[src/rtl/fir_mac_scheduler_if.sv]
// Handshake/bus bundle for fir_mac_scheduler: start/taps, coefficient write port, results.
interface fir_mac_scheduler_if #(
  parameter int BITS_PER_ELEM = 8,
  parameter int NUM_TAPS      = 9,
  parameter int NUM_FILTERS   = 4,
  parameter int ACC_BITS      = 20
);
  localparam int ADDR_W = $clog2(NUM_FILTERS * NUM_TAPS);
  localparam int IDX_W  = $clog2(NUM_FILTERS);

  logic                              i_start;
  logic [NUM_TAPS*BITS_PER_ELEM-1:0] i_taps;
  logic                              i_coef_wr;
  logic [ADDR_W-1:0]                 i_coef_addr;
  logic [BITS_PER_ELEM-1:0]          i_coef_data;
  logic                              o_busy;
  logic [ACC_BITS-1:0]               o_result;
  logic [IDX_W-1:0]                  o_result_idx;
  logic                              o_result_valid;
  logic                              o_done;
  logic                              o_overrun;
  logic                              o_cfg_err;

  modport master (
    output i_start, i_taps, i_coef_wr, i_coef_addr, i_coef_data,
    input  o_busy, o_result, o_result_idx, o_result_valid, o_done, o_overrun, o_cfg_err
  );

  modport slave (
    input  i_start, i_taps, i_coef_wr, i_coef_addr, i_coef_data,
    output o_busy, o_result, o_result_idx, o_result_valid, o_done, o_overrun, o_cfg_err
  );
endinterface

[src/rtl/fir_mac_scheduler.sv]
// Time-shares one signed MAC across NUM_FILTERS coefficient sets for a snapshotted tap
// vector: one tap per cycle, then one emit cycle per filter.
//
// state | meaning
// IDLE  | waiting for i_start; coefficient writes accepted
// MAC   | accumulating tap tap_q of filter filt_q
// EMIT  | publishing filter filt_q's sum, then next filter or back to IDLE
module fir_mac_scheduler #(
  parameter int BITS_PER_ELEM = 8,
  parameter int NUM_TAPS      = 9,
  parameter int NUM_FILTERS   = 4,
  parameter int ACC_BITS      = 20
) (
  input logic                clk,
  input logic                rst,
  fir_mac_scheduler_if.slave bus
);
  localparam int DEPTH  = NUM_FILTERS * NUM_TAPS;
  localparam int ADDR_W = $clog2(DEPTH);
  localparam int TAP_W  = $clog2(NUM_TAPS);
  localparam int FILT_W = $clog2(NUM_FILTERS);
  localparam int PROD_W = 2 * BITS_PER_ELEM;
  localparam logic [TAP_W-1:0]  TAP_LAST  = TAP_W'(NUM_TAPS - 1);
  localparam logic [FILT_W-1:0] FILT_LAST = FILT_W'(NUM_FILTERS - 1);

  typedef enum logic [1:0] {ST_IDLE, ST_MAC, ST_EMIT} state_t;

  state_t                          state_q, state_d;
  logic signed [BITS_PER_ELEM-1:0] taps_q [NUM_TAPS];
  logic signed [BITS_PER_ELEM-1:0] taps_d [NUM_TAPS];
  logic signed [BITS_PER_ELEM-1:0] coef_q [DEPTH];
  logic signed [BITS_PER_ELEM-1:0] coef_d [DEPTH];
  logic signed [ACC_BITS-1:0]      acc_q, acc_d;
  logic [TAP_W-1:0]                tap_q, tap_d;
  logic [FILT_W-1:0]               filt_q, filt_d;
  logic [ACC_BITS-1:0]             result_q, result_d;
  logic [FILT_W-1:0]               result_idx_q, result_idx_d;
  logic                            valid_q, valid_d;
  logic                            done_q, done_d;
  logic                            busy_q, busy_d;
  logic                            overrun_q, overrun_d;
  logic                            cfg_err_q, cfg_err_d;

  logic [ADDR_W-1:0]               coef_idx;
  logic signed [PROD_W-1:0]        prod;
  logic                            addr_ok;

  always_comb begin
    coef_idx = ADDR_W'(int'(filt_q) * NUM_TAPS + int'(tap_q));
    prod     = taps_q[tap_q] * coef_q[coef_idx];
    addr_ok  = {1'b0, bus.i_coef_addr} < (ADDR_W + 1)'(DEPTH);
  end

  always_comb begin
    state_d      = state_q;
    taps_d       = taps_q;
    coef_d       = coef_q;
    acc_d        = acc_q;
    tap_d        = tap_q;
    filt_d       = filt_q;
    result_d     = result_q;
    result_idx_d = result_idx_q;
    valid_d      = 1'b0;
    done_d       = 1'b0;
    busy_d       = busy_q;
    overrun_d    = 1'b0;
    cfg_err_d    = 1'b0;

    // Writes land only in IDLE, so a run always sees one consistent coefficient set.
    if (bus.i_coef_wr) begin
      if (state_q == ST_IDLE && addr_ok) coef_d[bus.i_coef_addr] = bus.i_coef_data;
      else                               cfg_err_d = 1'b1;
    end
    if (bus.i_start && state_q != ST_IDLE) overrun_d = 1'b1;

    case (state_q)
      ST_IDLE: begin
        if (bus.i_start) begin
          for (int k = 0; k < NUM_TAPS; k++)
            taps_d[k] = bus.i_taps[k*BITS_PER_ELEM +: BITS_PER_ELEM];
          acc_d   = '0;
          tap_d   = '0;
          filt_d  = '0;
          busy_d  = 1'b1;
          state_d = ST_MAC;
        end
      end
      ST_MAC: begin
        acc_d = acc_q + {{(ACC_BITS-PROD_W){prod[PROD_W-1]}}, prod};
        if (tap_q == TAP_LAST) state_d = ST_EMIT;
        else                   tap_d   = tap_q + TAP_W'(1);
      end
      ST_EMIT: begin
        result_d     = acc_q;
        result_idx_d = filt_q;
        valid_d      = 1'b1;
        acc_d        = '0;
        tap_d        = '0;
        if (filt_q == FILT_LAST) begin
          done_d  = 1'b1;
          busy_d  = 1'b0;
          state_d = ST_IDLE;
        end else begin
          filt_d  = filt_q + FILT_W'(1);
          state_d = ST_MAC;
        end
      end
      default: state_d = ST_IDLE;
    endcase
  end

  always_ff @(posedge clk) begin
    if (rst) begin
      state_q      <= ST_IDLE;
      taps_q       <= '{default: '0};
      coef_q       <= '{default: '0};
      acc_q        <= '0;
      tap_q        <= '0;
      filt_q       <= '0;
      result_q     <= '0;
      result_idx_q <= '0;
      valid_q      <= 1'b0;
      done_q       <= 1'b0;
      busy_q       <= 1'b0;
      overrun_q    <= 1'b0;
      cfg_err_q    <= 1'b0;
    end else begin
      state_q      <= state_d;
      taps_q       <= taps_d;
      coef_q       <= coef_d;
      acc_q        <= acc_d;
      tap_q        <= tap_d;
      filt_q       <= filt_d;
      result_q     <= result_d;
      result_idx_q <= result_idx_d;
      valid_q      <= valid_d;
      done_q       <= done_d;
      busy_q       <= busy_d;
      overrun_q    <= overrun_d;
      cfg_err_q    <= cfg_err_d;
    end
  end

  assign bus.o_busy         = busy_q;
  assign bus.o_result       = result_q;
  assign bus.o_result_idx   = result_idx_q;
  assign bus.o_result_valid = valid_q;
  assign bus.o_done         = done_q;
  assign bus.o_overrun      = overrun_q;
  assign bus.o_cfg_err      = cfg_err_q;
endmodule
[src/flat_wrapper.sv]
// flat-port wrapper written by rule: the top's interface ports become plain ports
module fir_mac_scheduler_flat 
#(
  parameter int BITS_PER_ELEM = 8,
  parameter int NUM_TAPS      = 9,
  parameter int NUM_FILTERS   = 4,
  parameter int ACC_BITS      = 20
)
  (clk, rst, bus_i_start, bus_i_taps, bus_i_coef_wr, bus_i_coef_addr, bus_i_coef_data, bus_o_busy, bus_o_result, bus_o_result_idx, bus_o_result_valid, bus_o_done, bus_o_overrun, bus_o_cfg_err);
  fir_mac_scheduler_if #(.BITS_PER_ELEM(BITS_PER_ELEM), .NUM_TAPS(NUM_TAPS), .NUM_FILTERS(NUM_FILTERS), .ACC_BITS(ACC_BITS)) bus_i ();
  input logic clk;
  input logic rst;
  input wire logic [$bits(bus_i.i_start)-1:0] bus_i_start;
  input wire logic [$bits(bus_i.i_taps)-1:0] bus_i_taps;
  input wire logic [$bits(bus_i.i_coef_wr)-1:0] bus_i_coef_wr;
  input wire logic [$bits(bus_i.i_coef_addr)-1:0] bus_i_coef_addr;
  input wire logic [$bits(bus_i.i_coef_data)-1:0] bus_i_coef_data;
  output wire logic [$bits(bus_i.o_busy)-1:0] bus_o_busy;
  output wire logic [$bits(bus_i.o_result)-1:0] bus_o_result;
  output wire logic [$bits(bus_i.o_result_idx)-1:0] bus_o_result_idx;
  output wire logic [$bits(bus_i.o_result_valid)-1:0] bus_o_result_valid;
  output wire logic [$bits(bus_i.o_done)-1:0] bus_o_done;
  output wire logic [$bits(bus_i.o_overrun)-1:0] bus_o_overrun;
  output wire logic [$bits(bus_i.o_cfg_err)-1:0] bus_o_cfg_err;
  assign bus_i.i_start = bus_i_start;
  assign bus_i.i_taps = bus_i_taps;
  assign bus_i.i_coef_wr = bus_i_coef_wr;
  assign bus_i.i_coef_addr = bus_i_coef_addr;
  assign bus_i.i_coef_data = bus_i_coef_data;
  assign bus_o_busy = bus_i.o_busy;
  assign bus_o_result = bus_i.o_result;
  assign bus_o_result_idx = bus_i.o_result_idx;
  assign bus_o_result_valid = bus_i.o_result_valid;
  assign bus_o_done = bus_i.o_done;
  assign bus_o_overrun = bus_i.o_overrun;
  assign bus_o_cfg_err = bus_i.o_cfg_err;
  fir_mac_scheduler #(.BITS_PER_ELEM(BITS_PER_ELEM), .NUM_TAPS(NUM_TAPS), .NUM_FILTERS(NUM_FILTERS), .ACC_BITS(ACC_BITS)) u_core (.clk(clk), .rst(rst), .bus(bus_i));
endmodule
[config.mk]
export PLATFORM = sky130hd
export DESIGN_NAME = fir_mac_scheduler_flat
export DESIGN_NICKNAME = d
export VERILOG_FILES = /design/src/rtl/fir_mac_scheduler_if.sv /design/src/rtl/fir_mac_scheduler.sv /design/src/flat_wrapper.sv
export SDC_FILE = /design/constraint.sdc
export NUM_CORES = 1
export LEC_CHECK = 0
export ABC_AREA = 1
export BUFFER_PORTS_ARGS = -buffer_cell sky130_fd_sc_hd__buf_2
export CAP_MARGIN = 0
export CORE_MARGIN = 8
export CORE_UTILIZATION = 40
export DETAILED_ROUTE_END_ITERATION = 7
export GPL_TIMING_DRIVEN = 1
export PLACE_DENSITY = 0.62
export SLEW_MARGIN = 20
export SYNTH_ARGS = -nofsm -noshare
export SYNTH_HDL_FRONTEND = slang
export SYNTH_SLANG_ARGS = --single-unit
[constraint.sdc]
create_clock -name clk -period 17.2 [get_ports clk]
set_clock_uncertainty 0.05 [all_clocks]
set_input_delay 1.72 -clock clk [delete_from_list [all_inputs] [get_ports clk]]
set_output_delay 1.72 -clock clk [all_outputs]
set_load 0.02 [all_outputs]
# Word level (Yosys, flattened, before mapping)
# Cells that the tools add are included.
[totals]
register_bits = 415
output_inout_bits = 27
input_bits = 90
elab_cells = 125
[classes]
mul = 2
n_addsub = 4
reduce_logical = 16
n_lt_le_gt_ge = 5
muxes = 28
bitwise_logic = 5
eq_ne = 9
[ops]
columns = ["op", "n"]
rows = [
  ["$bwmux W288", 1],
  ["$pmux W20 S3", 1],
  ["$bmux W8 S6", 1],
  ["$demux W8 S6", 1],
  ["$mux W8", 5],
  ["$bmux W8 S4", 1],
  ["$add A20 B20 Y20", 1],
  ["$mux W20", 1],
  ["$mul A8 B8 Y16", 1],
  ["$ge A7 B7 Y1 const B", 2],
  ["$not A6 Y7", 2],
  ["$pmux W4 S3", 1],
  ["$reduce_and A3 Y1", 3],
  ["$mux W2", 4],
  ["$mux W4", 2],
  ["$reduce_and A2 Y1", 4],
  ["$lt A7 B1 Y1 const B", 1],
  ["$mux W1", 7],
  ["$add A6 B5 Y6", 1],
  ["$lt A6 B6 Y1 const B", 1],
  ["$mul A2 B4 Y6 const B", 1],
  ["$ne A2 B2 Y1 const B", 3],
  ["$pmux W2 S3", 1],
  ["$ge A5 B5 Y1 const B", 1],
  ["15 further kinds", 22],
]

# Longest topological paths before layout
[depth]
depth_word = 9
depth_mapped = 46

# Worst setup path before layout
# Ideal clock, no wire load.
[synth_path]
path_type = "register to register"
start = "reg u_core.filt_q[1]"
end = "reg u_core.acc_q[19]"
stages_incl_launch_ff = 43
setup_slack_ps = 9899
n_path_buf = 2
required_ps = 17037
setup_ps = 113
t_arrival_ps = 7138
synth_period_minus_slack_ps = 7301
cell_sequence = "dfxtp_1 -> ha_1 -> ha_1 -> fa_1 -> buf_2 -> inv_1 -> nor2_1 -> buf_2 -> nand2_1 -> o21ai_0 -> inv_1 -> nand2_1 -> nand2_1 -> nand3_1 -> nor2_1 -> fa_1 -> inv_1 -> fa_1 -> [7 not listed] -> nor2_1 -> nand3_1 -> nand3_1 -> nand3_1 -> nand2_1 -> inv_1 -> ha_1 -> nand2_1 -> nor2_1 -> inv_1 -> nor2_1 -> nand3_1 -> nand3_1 -> nand2_1 -> nand2_1 -> nand2_1 -> nand3_1 -> nand2_1"
[synth_via]
elab_chain_len = 9
[synth_lines]
columns = ["element", "line", "source"]
rows = [
  ["start, declared", "fir_mac_scheduler.sv:35", "logic [FILT_W-1:0] filt_q, filt_d;"],
  ["start signal, assigned", "fir_mac_scheduler.sv:133", "filt_q <= filt_d;"],
  ["$mul A2 B4 Y6", "fir_mac_scheduler.sv:49", "coef_idx = ADDR_W'(int'(filt_q) * NUM_TAPS + int'(tap_q));"],
  ["$add A6 B5 Y6", "fir_mac_scheduler.sv:49", ""],
  ["$not A6 Y7 (implied by the code)", "fir_mac_scheduler.sv:50", "prod = taps_q[tap_q] * coef_q[coef_idx];"],
  ["$bmux W8 S6", "fir_mac_scheduler.sv:50", ""],
  ["$mux W8 (implied by the code) (2 in series)", "fir_mac_scheduler.sv:50", ""],
  ["$mul A8 B8 Y16", "fir_mac_scheduler.sv:50", ""],
  ["$add A20 B20 Y20", "fir_mac_scheduler.sv:89", "acc_d = acc_q + {{(ACC_BITS-PROD_W){prod[PROD_W-1]}}, prod};"],
  ["$pmux W20 S3", "fir_mac_scheduler.sv:76", "case (state_q)"],
  ["end signal, assigned", "fir_mac_scheduler.sv:117", "acc_q <= '0;"],
  ["end signal, assigned", "fir_mac_scheduler.sv:131", "acc_q <= acc_d;"],
  ["end, declared", "fir_mac_scheduler.sv:33", "logic signed [ACC_BITS-1:0] acc_q, acc_d;"],
]
# Every way passes these cells. The select of a mux whose other input is x is not followed.
# A chain may end at the register's enable or synchronous reset.

# Worst setup path in the final report
[layout_path]
start = "reg u_core.tap_q[1]"
end = "reg u_core.acc_q[19]"
[layout_via]
elab_chain_len = 8
elab_cells_between_ends = 12
classes_between = "add/sub: 2; mul: 1; mux: 7; bitwise: 2"
[layout_lines]
columns = ["element", "line", "source"]
rows = [
  ["start, declared", "fir_mac_scheduler.sv:34", "logic [TAP_W-1:0] tap_q, tap_d;"],
  ["start signal, assigned", "fir_mac_scheduler.sv:132", "tap_q <= tap_d;"],
  ["$add A6 B5 Y6", "fir_mac_scheduler.sv:49", ""],
  ["$not A6 Y7 (implied by the code)", "fir_mac_scheduler.sv:50", ""],
  ["$bmux W8 S6", "fir_mac_scheduler.sv:50", ""],
  ["$mux W8 (implied by the code) (2 in series)", "fir_mac_scheduler.sv:50", ""],
  ["$mul A8 B8 Y16 *", "fir_mac_scheduler.sv:50", ""],
  ["$add A20 B20 Y20 *", "fir_mac_scheduler.sv:89", ""],
  ["$pmux W20 S3 *", "fir_mac_scheduler.sv:76", ""],
]
# Every way passes the cells marked *; elsewhere a longest branch is shown, timed or not. The select of a mux whose other input is x is not followed.

==> metrics.yaml <==
pwr-share-seq_pct: 27.3
drt_iter0_markers: 1860
hold_path_class: "flip-flop to flip-flop"
cts_buffers: 45
gr-usage-all-layers_pct: 20.6
switchingPower_mw: 1.57
grt_antenna_before_repair: 1
holdBufCountCts: 0
yosys.area_share.adder_pct: 8.84
cts_tree: "done"
detail-route-antenna-nets: 0
finalMaxSlewViolations: 0
slowest_delay_ns: 1.00
synth_top_cell_by_area: "dfxtp_1"
syn_area_per_cell_sq_um: 7.27
ios: 117
combPwrFrac_pct: 45.2
cts_max_path_buffers: 3
synthTopCellsByCount: "492 x o21ai_0, 418 x a21oi_1, 415 x dfxtp_1"
nets: 3117
cp_common_cell: "nand2_1"
synth_xor_area_share_pct: 0.572
path_class: "flip-flop to flip-flop"
grt_setup_unrepaired: "no"
end_kind: "flip-flop"
synth.area.top_cells: "dfxtp_1 39%, o21ai_0 12%, a21oi_1 9.9%"
worst_slew_pin_slew_ns: 1.16
final_cell_area_sq_um: 23600
synth_ff_type: "dfxtp_1"
synth.mux.area_fraction_pct: 0
max-slew-margin-rel_pct: 22.7
first_pass_iters: 5
start_util_pct: 40.4
p_sw_share_pct: 41.8
hpwlAfterDp_um: 42500
rows: 84
gp_congestion: 0.915
area_growth_pct: 11.4
die_area_sq_um: 60700
async_flop_share_pct: 0
grt_max_degree: 154
status: "finished, final reports clean"
setup_viol: 0
cap_violations: 0
drive_above_1_share_pct: 9.26
synth_seq_cells: 415
clock_latency_ns: 0.60
postCtsSetupRepairBufs: 0
internal_power_mw: 2.19
path_clk_slew_ns: 0.06
synth_top_area_share_pct: 39.2
fp.dieW_um: 246
setup_tns_ns: 0
post-route-period-util_pct: 57.6
coreArea_sq_um: 52400
drcViolationCount: 0
ys_seq_area_share_pct: 39.2
die_h_um: 246
clock-sinks: 415
port_buffers: 116
syn_area_sq_um: 21200
min_period_ns: 9.91
wl_per_cell_um: 17.7
ys_types: 41
vdd_drop_max_v: 0.0000950
finalWirelength_um: 64400
antennaDiodeCount: 0
yosys.cell_count.top_type: "o21ai_0"
p_leak_nw: 10.2
synthCells: 2918
synth_fp_nets: 3123
hold_viol_final: 0
gr-total-overflow: 0
first_global_vias: 18900
synth_edf_count: 0
synth_top_family_by_area: "compound AO/OA/AOI/OAI gates"
p_clk_share_pct: 27.6
path_delay_family: "adder cells"
cp_num_buf_inv: 8
postCtsResizedCells: 0
viasPerCell: 5.44
cp_max_fo: 25
worst_setup_path_start_kind: "flip-flop"
synth_compound_area_share_pct: 24.6
synthSimpleGateAreaFrac_pct: 19.4
grt_first_pass_wirelength_um: 103000
fmax_mhz: 101
post_dp_cell_area_sq_um: 22000
num_vias: 19800
cts_max_level: 2
crit_slowest_cell: "nor2_1"
required_ns: 17.63
cp.arrival_ns: 10.34
cts-root-buf: "clkbuf_16"
synth_warnings: 0
power.density_nw_per_um2: 159
[sequential cells by signal (all words and copies together), names as in the netlist]
| signal | flops |
|---|---|
| u_core.coef_q | 288 |
| u_core.taps_q | 72 |
| u_core.acc_q | 20 |
| u_core.bus.o_result | 20 |
| u_core.tap_q | 4 |
| u_core.bus.o_result_idx | 2 |
| u_core.filt_q | 2 |
| u_core.state_q | 2 |
| u_core.bus.o_busy | 1 |
| u_core.bus.o_cfg_err | 1 |
| u_core.bus.o_done | 1 |
| u_core.bus.o_overrun | 1 |
| u_core.bus.o_result_valid | 1 |
[power by group through the flow]
stage	Combinational (mW)	Sequential [mW]	Clock [mW]
after floorplan	1.27	1.04	0
after global placement	1.69	1.04	0
after detailed placement	1.70	1.04	0
after CTS	1.70	1.02	1.05
after global routing	1.94	1.03	1.10
final	1.70	1.02	1.03
[worst paths after layout]
kind	from	to	slack [ns]	depth (start not counted)
setup / recovery	u_core.tap_q[1]$_SDFFE_PP0P_	u_core.acc_q[19]$_SDFFE_PP0P_	7.29	40
hold / removal	u_core.acc_q[11]$_SDFFE_PP0P_	u_core.acc_q[11]$_SDFFE_PP0P_	0.44	2
setup reg to reg	u_core.tap_q[1]$_SDFFE_PP0P_	u_core.acc_q[19]$_SDFFE_PP0P_	7.29	40
hold reg to reg	u_core.acc_q[11]$_SDFFE_PP0P_	u_core.acc_q[11]$_SDFFE_PP0P_	0.44	2
[kinds of logic (layout without fill, tap and decap cells)]
logic type	after synthesis	in the layout
fa+ha+maj	115	115
flops	415	415
compound gates	1009	1009
xor+xnor	13	13
simple gates	973	973
buf+inv	393	424
[area by class of cell]
cell class	instances	area, sq um
inverter	202	769
sequential	415	8310
timing repair buffer	138	746
clock buffer	61	1290
clock inverter	23	312
multi-input combinational	2110	11400
fill	5250	28800
tap	688	861
[stage by stage]
step | std cells | utilization (%) | setup slack, ns | hold WS, ns | power, mW
floorplan | 2918 | - | 9.90 | 0.408 | 2.31
global placement | 3553 | 42.0 | 7.60 | 0.432 | 2.73
detailed placement | 3553 | 42.0 | 7.39 | 0.431 | 2.74
CTS | 3637 | 45.0 | 7.35 | 0.442 | 3.78
global route | 3637 | 45.1 | 6.45 | 0.473 | 4.06
finish | 3637 | 45.1 | 7.29 | 0.438 | 3.76
[worst register-to-register path: cells and delay by family, from the launching register on]
| kind | cells | cell delay [ns] |
|---|---|---|
| simple gates | 21 | 3.15 |
| compound gates | 2 | 0.39 |
| fa+ha+maj | 9 | 4.35 |
| buf+inv | 8 | 1.05 |
| flops | 1 | 0.81 |
[layer usage]
| layer | track usage (%) | part of all wire, % | up-vias |
|---|---|---|---|
| met3 | 3.37 | 6.7 | 128 |
| met5 | 0 | 0.019 | - |
| met1 | 27.9 | 45 | 9256 |
| met2 | 33.0 | 46 | 666 |
| li1 | - | - | 9744 |
| met4 | 7.19 | 3.0 | 2 |
[cell usage in the layout (no fill, tap or decap), types with 11 or more instances in the layout]
cell type,n
o21ai_0,491
nor3_1,12
nor2_2,21
nand2_1,391
o21ai_1,43
inv_1,187
nor2_4,17
fa_1,58
nor2_1,403
a22oi_1,16
o221ai_1,22
buf_2,116
a21oi_1,418
nand3_1,83
clkbuf_16,45
dfxtp_1,415
buf_4,22
nand4_1,22
nand3b_1,11
ha_1,55
(Power assumes the default switching activity.)
